==> src/rtl/mvm_stream_host.sv <==
`default_nettype none
// +--------------------------------------------------------------------------+
// | Module   : mvm_stream_host                                               |
// | Desc     : Host-side driver for a serial matrix-vector core. Buffers one |
// |            operand set (A row-major, then x), streams it on             |
// |            mvm_start/mvm_data and captures the N results that follow    |
// |            mvm_done into a readable result buffer.                      |
// |            Optional result checker: define MVM_HOST_CHECK_EN.           |
// | Revision : 1.0  initial release                                          |
// +--------------------------------------------------------------------------+
module mvm_stream_host #(
    parameter int MAT_SCALE    = 4,
    parameter int INPUT_WIDTH  = 8,
    parameter int OUTPUT_WIDTH = 16
) (
    input  logic                                              clk,
    input  logic                                              reset,
    input  logic                                              op_we,
    input  logic [$clog2(MAT_SCALE*MAT_SCALE+MAT_SCALE)-1:0]  op_addr,
    input  logic [INPUT_WIDTH-1:0]                            op_wdata,
    input  logic                                              go,
    output logic                                              busy,
    output logic                                              mvm_start,
    output logic [INPUT_WIDTH-1:0]                            mvm_data,
    input  logic                                              mvm_done,
    input  logic [OUTPUT_WIDTH-1:0]                           mvm_result,
    input  logic [$clog2(MAT_SCALE)-1:0]                      res_addr,
    output logic [OUTPUT_WIDTH-1:0]                           res_rdata,
    output logic                                              res_valid,
    output logic                                              mismatch
);

    // Elements per job and index widths (MAT_SCALE must be at least 2).
    localparam int C_NE = MAT_SCALE * MAT_SCALE + MAT_SCALE;
    localparam int AW   = $clog2(C_NE);
    localparam int RW   = $clog2(MAT_SCALE);
    localparam logic [AW-1:0] C_LAST = AW'(C_NE - 1);

    typedef enum logic [1:0] {
        SS_IDLE   = 2'd0,
        SS_START  = 2'd1,
        SS_STREAM = 2'd2
    } stream_state_t;

    typedef enum logic {
        CS_WAIT = 1'b0,
        CS_CAP  = 1'b1
    } cap_state_t;

    stream_state_t           r_sstate, w_snext;
    cap_state_t              r_cstate, w_cnext;
    logic [AW-1:0]           r_cnt;
    logic [RW-1:0]           r_ci;
    logic                    r_res_valid;
    logic                    w_last;
    logic                    w_cap_last;
    logic [INPUT_WIDTH-1:0]  r_buf [C_NE];
    logic [OUTPUT_WIDTH-1:0] r_res [MAT_SCALE];

    assign w_last     = (r_sstate == SS_STREAM) && (r_cnt == C_LAST);
    assign w_cap_last = (r_cstate == CS_CAP) && (r_ci == RW'(MAT_SCALE - 1));
    assign res_valid  = r_res_valid;
    assign res_rdata  = r_res[res_addr];

    // Operand buffer: host writes land only while no job is streaming.
    always_ff @(posedge clk) begin
        if (op_we && !busy && ({1'b0, op_addr} < (AW+1)'(C_NE)))
            r_buf[op_addr] <= op_wdata;
    end

    // Stream FSM state and element counter.
    always_ff @(posedge clk) begin
        if (reset) begin
            r_sstate <= SS_IDLE;
            r_cnt    <= '0;
        end else begin
            r_sstate <= w_snext;
            if ((r_sstate == SS_STREAM) && !w_last)
                r_cnt <= r_cnt + 1'b1;
            else
                r_cnt <= '0;
        end
    end

    // Stream FSM next state and outputs; the last element can chain a new job.
    always_comb begin
        w_snext   = r_sstate;
        busy      = 1'b0;
        mvm_start = 1'b0;
        mvm_data  = '0;
        case (r_sstate)
            SS_IDLE: begin
                if (go)
                    w_snext = SS_START;
            end
            SS_START: begin
                busy      = 1'b1;
                mvm_start = 1'b1;
                w_snext   = SS_STREAM;
            end
            SS_STREAM: begin
                busy     = 1'b1;
                mvm_data = r_buf[r_cnt];
                if (w_last) begin
                    if (go)
                        mvm_start = 1'b1;
                    else
                        w_snext = SS_IDLE;
                end
            end
            default: w_snext = SS_IDLE;
        endcase
    end

    // Capture FSM state, result index and completion flag.
    always_ff @(posedge clk) begin
        if (reset) begin
            r_cstate    <= CS_WAIT;
            r_ci        <= '0;
            r_res_valid <= 1'b0;
        end else begin
            r_cstate <= w_cnext;
            if ((r_cstate == CS_WAIT) && mvm_done)
                r_res_valid <= 1'b0;
            if (w_cap_last)
                r_res_valid <= 1'b1;
            if ((r_cstate == CS_CAP) && !w_cap_last)
                r_ci <= r_ci + 1'b1;
            else
                r_ci <= '0;
        end
    end

    // Capture FSM next state; done pulses during capture are ignored.
    always_comb begin
        w_cnext = r_cstate;
        case (r_cstate)
            CS_WAIT: if (mvm_done)   w_cnext = CS_CAP;
            CS_CAP:  if (w_cap_last) w_cnext = CS_WAIT;
            default: w_cnext = CS_WAIT;
        endcase
    end

    // Result buffer: one result per capture cycle, abandoned on reset.
    always_ff @(posedge clk) begin
        if (!reset && (r_cstate == CS_CAP))
            r_res[r_ci] <= mvm_result;
    end

`ifdef MVM_HOST_CHECK_EN
    localparam int C_NN = MAT_SCALE * MAT_SCALE;
    localparam int C_PW = (2*INPUT_WIDTH > OUTPUT_WIDTH) ? 2*INPUT_WIDTH : OUTPUT_WIDTH;

    logic                    w_go_acc;
    logic                    r_snap;
    logic                    r_mac_run;
    logic [AW-1:0]           r_mi;
    logic [RW-1:0]           r_row;
    logic [RW-1:0]           r_col;
    logic [OUTPUT_WIDTH-1:0] r_acc;
    logic                    r_nxt_vld;
    logic                    r_exp_vld;
    logic                    r_mismatch;
    logic [INPUT_WIDTH-1:0]  r_cbuf [C_NE];
    logic [OUTPUT_WIDTH-1:0] r_nxt  [MAT_SCALE];
    logic [OUTPUT_WIDTH-1:0] r_exp  [MAT_SCALE];
    logic [AW-1:0]           w_xidx;
    logic [INPUT_WIDTH-1:0]  w_av;
    logic [INPUT_WIDTH-1:0]  w_xv;
    logic signed [C_PW-1:0]  w_a;
    logic signed [C_PW-1:0]  w_x;
    logic signed [C_PW-1:0]  w_p;
    logic [OUTPUT_WIDTH-1:0] w_sum;

    assign w_go_acc = go && ((r_sstate == SS_IDLE) || w_last);
    assign w_xidx   = AW'(C_NN) + AW'(r_col);
    assign w_av     = r_cbuf[r_mi];
    assign w_xv     = r_cbuf[w_xidx];
    assign w_a      = {{(C_PW-INPUT_WIDTH){w_av[INPUT_WIDTH-1]}}, w_av};
    assign w_x      = {{(C_PW-INPUT_WIDTH){w_xv[INPUT_WIDTH-1]}}, w_xv};
    assign w_p      = w_a * w_x;
    assign w_sum    = r_acc + w_p[OUTPUT_WIDTH-1:0];
    assign mismatch = r_mismatch;

    // Snapshot one cycle after acceptance so a same-cycle host write is included.
    always_ff @(posedge clk) begin
        if (r_snap)
            for (int i = 0; i < C_NE; i++)
                r_cbuf[i] <= r_buf[i];
    end

    // Sequential MAC into r_nxt, hand-over to r_exp once the pending job is captured,
    // and comparison of each captured result against r_exp.
    always_ff @(posedge clk) begin
        if (reset) begin
            r_snap     <= 1'b0;
            r_mac_run  <= 1'b0;
            r_mi       <= '0;
            r_row      <= '0;
            r_col      <= '0;
            r_acc      <= '0;
            r_nxt_vld  <= 1'b0;
            r_exp_vld  <= 1'b0;
            r_mismatch <= 1'b0;
        end else begin
            r_snap <= w_go_acc;

            if (r_nxt_vld && (!r_exp_vld || w_cap_last)) begin
                for (int i = 0; i < MAT_SCALE; i++)
                    r_exp[i] <= r_nxt[i];
                r_exp_vld <= 1'b1;
                r_nxt_vld <= 1'b0;
            end else if (w_cap_last) begin
                r_exp_vld <= 1'b0;
            end

            if (r_snap) begin
                r_mac_run <= 1'b1;
                r_mi      <= '0;
                r_row     <= '0;
                r_col     <= '0;
                r_acc     <= '0;
            end else if (r_mac_run) begin
                r_mi <= r_mi + 1'b1;
                if (r_col == RW'(MAT_SCALE - 1)) begin
                    r_nxt[r_row] <= w_sum;
                    r_acc        <= '0;
                    r_col        <= '0;
                    r_row        <= r_row + 1'b1;
                    if (r_row == RW'(MAT_SCALE - 1)) begin
                        r_mac_run <= 1'b0;
                        r_nxt_vld <= 1'b1;
                    end
                end else begin
                    r_acc <= w_sum;
                    r_col <= r_col + 1'b1;
                end
            end

            if ((r_cstate == CS_CAP) && r_exp_vld && (mvm_result != r_exp[r_ci]))
                r_mismatch <= 1'b1;
        end
    end
`else
    assign mismatch = 1'b0;
`endif

endmodule
`default_nettype wire
==> config.mk <==
export PLATFORM = sky130hd
export DESIGN_NAME = mvm_stream_host
export DESIGN_NICKNAME = d
export VERILOG_FILES = /design/src/rtl/mvm_stream_host.sv
export SDC_FILE = /design/constraint.sdc
export NUM_CORES = 1
export LEC_CHECK = 0
export ABC_CLOCK_PERIOD_IN_PS = 4300
export BUFFER_PORTS_ARGS = -buffer_cell sky130_fd_sc_hd__buf_2
export CORE_MARGIN = 3
export CORE_UTILIZATION = 48
export CTS_CLUSTER_SIZE = 30
export DETAILED_ROUTE_END_ITERATION = 10
export PLACE_DENSITY = 0.73
export SYNTH_ARGS = -nofsm -noshare
export SYNTH_HDL_FRONTEND = slang
export SYNTH_SLANG_ARGS = --single-unit
==> constraint.sdc <==
create_clock -name clk -period 4.3 [get_ports clk]
set_clock_uncertainty 0.05 [all_clocks]
set_input_delay 0.645 -clock clk [delete_from_list [all_inputs] [get_ports clk]]
set_output_delay 0.645 -clock clk [all_outputs]
set_load 0.01 [all_outputs]
==> results of run 1 <==
-- layout by cell type, fill, tap and decap left out, types with 2 or more instances in the layout --
| master | n |
|---|---|
| a21oi_1 | 18 |
| a221oi_1 | 7 |
| and2_1 | 5 |
| and3b_1 | 2 |
| buf_2 | 62 |
| buf_4 | 3 |
| bufinv_16 | 2 |
| clkbuf_1 | 3 |
| clkbuf_16 | 24 |
| clkinv_1 | 10 |
| dfxtp_1 | 9 |
| dfxtp_2 | 2 |
| edfxtp_1 | 224 |
| ha_1 | 9 |
| inv_1 | 9 |
| mux2i_1 | 32 |
| mux4_1 | 6 |
| mux4_2 | 34 |
| nand2_1 | 8 |
| nand2b_1 | 5 |
| nand3_1 | 7 |
| nand3b_1 | 6 |
| nor2_1 | 29 |
| nor2b_1 | 4 |
| o21ai_0 | 3 |
| o21ai_1 | 13 |
| o221ai_1 | 7 |
| or3b_2 | 2 |
| xnor2_1 | 2 |
-- routing by layer --
metal | track usage | wire [µm] | vias up
met5 | 0 | 0 | -
met4 | 0.0565 | 584 | 0
met3 | 0.0331 | 1320 | 42
met2 | 0.281 | 8550 | 213
met1 | 0.224 | 7160 | 2323
li1 | - | - | 2065
-- cells in the mapped netlist, drive strengths merged, types with 2 or more instances --
master | count | area (µm²)
ha | 9 | 113
a21oi | 18 | 90.1
and3b | 2 | 17.5
nand2 | 8 | 30.0
mux4 | 40 | 923
inv | 9 | 33.8
mux2i | 32 | 320
nor2 | 30 | 115
edfxtp | 224 | 6730
dfxtp | 11 | 220
nor2b | 4 | 25.0
xnor2 | 2 | 17.5
o21ai | 16 | 80.1
or3b | 2 | 17.5
clkbuf | 5 | 20.0
nand3b | 6 | 45.0
a221oi | 7 | 61.3
o221ai | 7 | 61.3
nand3 | 7 | 35.0
nand2b | 5 | 31.3
buf | 18 | 165
and2 | 5 | 31.3
-- cells by family (layout without fill, tap and decap cells) --
logic type      Yosys count  in the layout  synth area share
compound gates           53             53            0.0366
xor+xnor                  3              3           0.00284
fa+ha+maj                 9              9            0.0121
buf+inv                  32            115            0.0236
flops                   235            235             0.749
mux                      72             72             0.134
other cells               1              1          0.000405
simple gates             73             73            0.0408
-- path summary, 6_finish.rpt --
path | startpoint | end | slack [ns] | cells after the start
max reg2reg | r_sstate[0]$_SDFFE_PP0P_ | r_buf[17][1]$_DFFE_PP_ | 1.71 | 5
min reg2reg | r_ci[0]$_SDFF_PP0_ | r_ci[0]$_SDFF_PP0_ | 0.44 | 1
max | r_cnt[1]$_SDFF_PP0_ | mvm_data[5] | 0.80 | 6
min | mvm_result[2] | r_res[0][2]$_DFFE_PP_ | 0.31 | 1
-- final cells by class --
cell class	count	area (µm²)	share of cell area
Multi-Input combinational cell	211	2100	0.201
Timing Repair Buffer	65	333	0.0318
Sequential cell	235	6950	0.663
Clock inverter	14	123	0.0117
Tap cell	260	325	0.0310
Clock buffer	27	612	0.0584
Inverter	9	33.8	0.00322
-- power by group through the flow --
| stage | Sequential (mW) | Combinational (mW) | Clock [mW] |
|---|---|---|---|
| final | 2.56 | 0.330 | 1.93 |
| after CTS | 2.56 | 0.334 | 1.97 |
| after floorplan | 2.59 | 0.231 | 0 |
| after global routing | 2.56 | 0.362 | 2.05 |
| after global placement | 2.61 | 0.320 | 0 |
| after detailed placement | 2.61 | 0.333 | 0 |
-- metrics by stage --
stage	cell area [µm²]	setup WS, ns
floorplan	9270	1.96
global placement	9740	1.37
detailed placement	9740	1.34
CTS	10500	0.769
global route	10500	0.601
finish	10500	0.804
-- state kept, by name (all words and copies together) (netlist names) --
signal and count:
r_res 64, r_buf 160, res_valid 1, r_sstate 2, r_cnt 5, r_ci 2
r_cstate 1
-- worst max-delay path, delay by kind of cell (launching register included) --
kind	cells	cell delay, ns
AOI/OAI and AO/OA	3	0.58
buffers and inverters	2	0.56
and+or+nand+nor	1	0.26
DFF	1	0.88
==> impl_metrics.ini, run 1 <==
[run_status]
run_status = finished clean

[synthesis]
yosysSeqAreaShare = 0.749
yosys_warnings = 0
edff_count_synth = 224
synth_top_flop_cell = edfxtp_1
synthesis.instances = 478
synthesis.area_mm2 = 0.00927
avgSynthCellArea_um2 = 19.4
synth.ff_latch_count = 235
async_reset_ff_frac = 0
yosys.cell_types.count = 41
synth_nets = 523

[timing]
timing.hold.ws_ns = 0.309
final_max_slew_viol_count = 0
max_slew_margin = 0.337
fin_setup_tns_ns = 0
timing_worst_slew_pin_value_ns = 0.990
finalWorstPathRequiredPeriod_ns = 3.50
max_clk_rate_mhz = 286
finalHoldViolCount = 0
min_period_over_period = 0.813
grt_setup_unrepaired = false
finalSetupViolCount = 0

[power_and_ir_drop]
power_frac_comb = 0.068
ir_worst_vdd_mv = 0.402
power.leakage_nw = 3.32
p_seq_frac = 0.531
post-layout-total-power_mw = 4.82
cellPowerDensity_mw_per_mm2 = 460
cell_internal_pwr_mw = 3.81
sw_frac_of_total = 0.210
clock_power_share = 0.400
p_switching_mw = 1.01

[finish]
post-route-util = 0.556
drive_above_1_share = 0.237
final_nets = 591
nFillCells = 1443
diodes = 0
layout.cells.non_filler = 821
syn2layout_area_growth_pct = 13.1

[grt]
number_of_global_route_vias_before_repair = 4814
largest_net_degree_at_the_start_of_global_routing = 31
grt_antenna_before_repair = 0
grtUsageTotal = 0.168
wire_length_of_the_first_global_routing_pass_mm = 27.6
grt-ovfl-total = 0

[clock_tree]
post_cts_buffers = 0
ctsHoldBuffers = 0
cts-root-buf = clkbuf_16
tritoncts.num_buffers = 24
maximum_clock_insertion_buffer_count = 3
insertion_delay_ns = 0.52
path_clk_slew_ns = 0.06
cts_num_sinks = 235
post_cts.resized_instances = 0
clock_tree_from_tritoncts = yes
cts_htree_levels = 1

[drt]
routed-via-count = 4643
route.final.wire_length_mm = 17.6
drt-pass1-iter-count = 5
detail-route-antenna-nets = 0
drt_first_iter_violations = 320
vias_per_cell = 5.66
drc = 0
route.detailed.wl_per_inst_um = 21.5

[worst_setup_path]
crit_arrival_ns = 2.80
critPathRequiredTime_ns = 3.61
crit_path_end_kind = primary output
crit_path_top_delay_cell = dfxtp_2
timing.critical_path.cells = buf_4 > nand3_1 > o221ai_1 > a21oi_1 > a21oi_1 > buf_2
critPathMaxStageDelay_ns = 0.88
worstPathMaxFanout = 30
crit_path_frequent_cell = a21oi_1
critical_path.startpoint_type = flip-flop
setup.worst_path.class = reg2out

[flow_run]
max_cap_viol_count = 0

[die]
dieArea_mm2 = 0.0210
initial_core_util = 0.492
placement_rows = 50
floorplan.die.height_um = 145
design.portCount = 64
die_w_um = 145
coreArea_mm2 = 0.0188

[placed_design]
gp_congestion = 0.854
placed_wire_length_estimate_mm = 11.4
place_inst = 780
place.port_buffers = 62

[min_path]
type_of_the_worst_min_delay_path = in2reg
Note: power is estimated with default switching activity, not from simulation.
==> run 2, diff against run 1 <==
ABC_AREA = 1   (was not set)
ABC_CLOCK_PERIOD_IN_PS = 3500   (was 4300)
clock period = 3.5 ns   (was 4.3 ns; I/O delays follow)
==> impl_metrics.ini, run 2 <==
[drt]
route.detailed.wl_per_inst_um = 16.8
drt-pass1-iter-count = 5
routed-via-count = 6307
route.final.wire_length_mm = 20.5
drt_first_iter_violations = 526
vias_per_cell = 5.19
drc = 0
detail-route-antenna-nets = 0

[finish]
multi_input_area_mm2 = 0.00225
layout_commonest_cell = edfxtp_1
layout.cells.non_filler = 1216
max_flop_register = r_buf
drive_above_1_share = 0.137
nFillCells = 1646
syn2layout_area_growth_pct = 13.1
largest_register_ffs = 160
diodes = 0
registers_with_the_highest_flip_flop_counts = r_buf: 160 flops, r_res: 64 flops, r_cnt: 5 flops
final_nets = 979
post-route-util = 0.563
mostFrequentLayoutCells = edfxtp_1 (224), nand2_1 (177), inv_1 (105), nor2_1 (101), nand3_1 (96)
sequential_standard_cell_area_mm2 = 0.00695

[die]
die_w_um = 149
design.portCount = 64
coreArea_mm2 = 0.0198
dieArea_mm2 = 0.0223
placement_rows = 51
initial_core_util = 0.498
floorplan.die.height_um = 149

[synthesis]
yosysSeqAreaShare = 0.705
post_synthesis_cell_type_with_the_largest_combined_area = edfxtp_1
synth.top_cells.by_area = edfxtp_1 (68%), nand2_1 (6.7%), nand3_1 (4.9%)
synthesis.area_mm2 = 0.00985
yosys.cell_count.top_type = edfxtp_1
yosys.cell_types.count = 32
synthesis.instances = 867
avgSynthCellArea_um2 = 11.4
async_reset_ff_frac = 0
synth_nets = 912
synth_top_cell_area_share = 0.683
synth.ff_latch_count = 235
yosys_warnings = 0
edff_count_synth = 224
netlist_top_cells_count = edfxtp_1 (224), nand2_1 (177), inv_1 (105)
synth_top_flop_cell = edfxtp_1

[clock_tree]
ctsHoldBuffers = 0
cts_htree_levels = 1
maximum_clock_insertion_buffer_count = 3
path_clk_slew_ns = 0.05
insertion_delay_ns = 0.51
tritoncts.num_buffers = 25
cts-root-buf = clkbuf_16
post_cts.resized_instances = 0
cts_num_sinks = 235
clock_tree_from_tritoncts = yes
post_cts_buffers = 0

[worst_setup_path]
crit_path_frequent_cell = a21oi_1
r2r_cells = 7
crit_arrival_ns = 2.34
setup.worst_path.class = reg2out
critical_path.startpoint_type = flip-flop
critical_path_depth = 7
critPathRequiredTime_ns = 2.92
critPathMaxStageDelay_ns = 0.47
worst-path-buf-inv = 3
worstPathMaxFanout = 37
crit_path_top_delay_cell = clkinv_2
timing.critical_path.cells = clkinv_2 > buf_4 > nand3_1 > a21oi_1 > nor2_1 > a21oi_1 > buf_2
cell_family_with_most_cp_delay = buffers and inverters
regToRegSetupSlack_ns = 0.94
crit_path_end_kind = primary output

[timing]
final_max_slew_viol_count = 0
max_slew_margin = 0.405
finalHoldViolCount = 0
finalWorstPathRequiredPeriod_ns = 2.91
grt_setup_unrepaired = false
max_clk_rate_mhz = 343
min_period_over_period = 0.832
fin_setup_tns_ns = 0
finalSetupViolCount = 0
timing_worst_slew_pin_value_ns = 0.892

[placed_design]
placed_wire_length_estimate_mm = 12.8
place.port_buffers = 62
gp_congestion = 0.875
place_inst = 1172

[grt]
largest_net_degree_at_the_start_of_global_routing = 81
grtUsageTotal = 0.183
wire_length_of_the_first_global_routing_pass_mm = 31.8
grt_antenna_before_repair = 1
number_of_global_route_vias_before_repair = 6055
grt-ovfl-total = 0

[min_path]
hold_path_depth = 1
type_of_the_worst_min_delay_path = in2reg

[flow_run]
max_cap_viol_count = 0

[power_and_ir_drop]
cellPowerDensity_mw_per_mm2 = 545
ir_worst_vdd_mv = 0.421
power.leakage_nw = 4.34

[run_status]
run_status = finished clean
-- run 2: cells by family (layout without fill, tap and decap cells) --
kind of cell               count (synthesis)  after routing  share of synthesized area
AOI/OAI and AO/OA                         94             94                     0.0568
xor gates and xnor gates                   2              2                    0.00178
adders and majority gates                  9              9                     0.0114
buffers and inverters                    148            232                     0.0664
DFF                                      235            235                      0.705
other                                      1              1                   0.000381
and+or+nand+nor                          378            378                      0.158
-- run 2: worst register-to-register path, cell delays in order (launching register included) --
cell     delay (ns)
dfxtp_1        0.38
inv_1          0.09
ha_1           0.32
inv_1          0.06
nand2_1        0.09
nor2_1         0.22
nand3_1        0.29
nor2_1         0.67
-- run 2: final cells by class --
cell class / count / area share
flip-flops and latches: 235 / 0.624
multi-input cells: 484 / 0.202
clock buffers: 29 / 0.0575
repair buffers: 79 / 0.0404
inverters: 109 / 0.0368
well taps: 265 / 0.0298
clock inverters: 15 / 0.00955
-- run 2: report_power, final --
| part | internal (mW) | total, mW | switching, mW |
|---|---|---|---|
| combinational | 0.163 | 0.541 | 0.378 |
| sequential | 3.12 | 3.13 | 0.0148 |
| clock | 1.38 | 2.40 | 1.01 |
-- run 2: path summary, 6_finish.rpt --
kind / from / endpoint
setup reg to reg: r_sstate[0]$_SDFFE_PP0P_ / r_buf[7][4]$_DFFE_PP_
hold reg to reg: r_ci[0]$_SDFF_PP0_ / r_ci[0]$_SDFF_PP0_
setup / recovery: r_cnt[1]$_SDFF_PP0_ / mvm_data[3]
hold / removal: mvm_result[14] / r_res[0][14]$_DFFE_PP_
-- run 2: per-layer routing --
layer	vias to the layer above	wire length (µm)	track usage
met4	0	701	0.0728
met3	52	1440	0.0295
met1	2944	8490	0.242
li1	3066	-	-
met2	245	9850	0.305
met5	-	0	0
-- run 2: stage by stage --
step           total power [mW]  hold slack [ns]  area [µm²]  setup slack [ns]
2_1_floorplan              3.55            0.383        9850              1.29
3_3_place_gp               3.72            0.406       10400              1.07
3_5_place_dp               3.74            0.429       10400             0.944
4_1_cts                    6.12            0.160       11100             0.591
5_1_grt                    6.30            0.160       11100             0.470
6_report                   6.07            0.178       11100             0.588
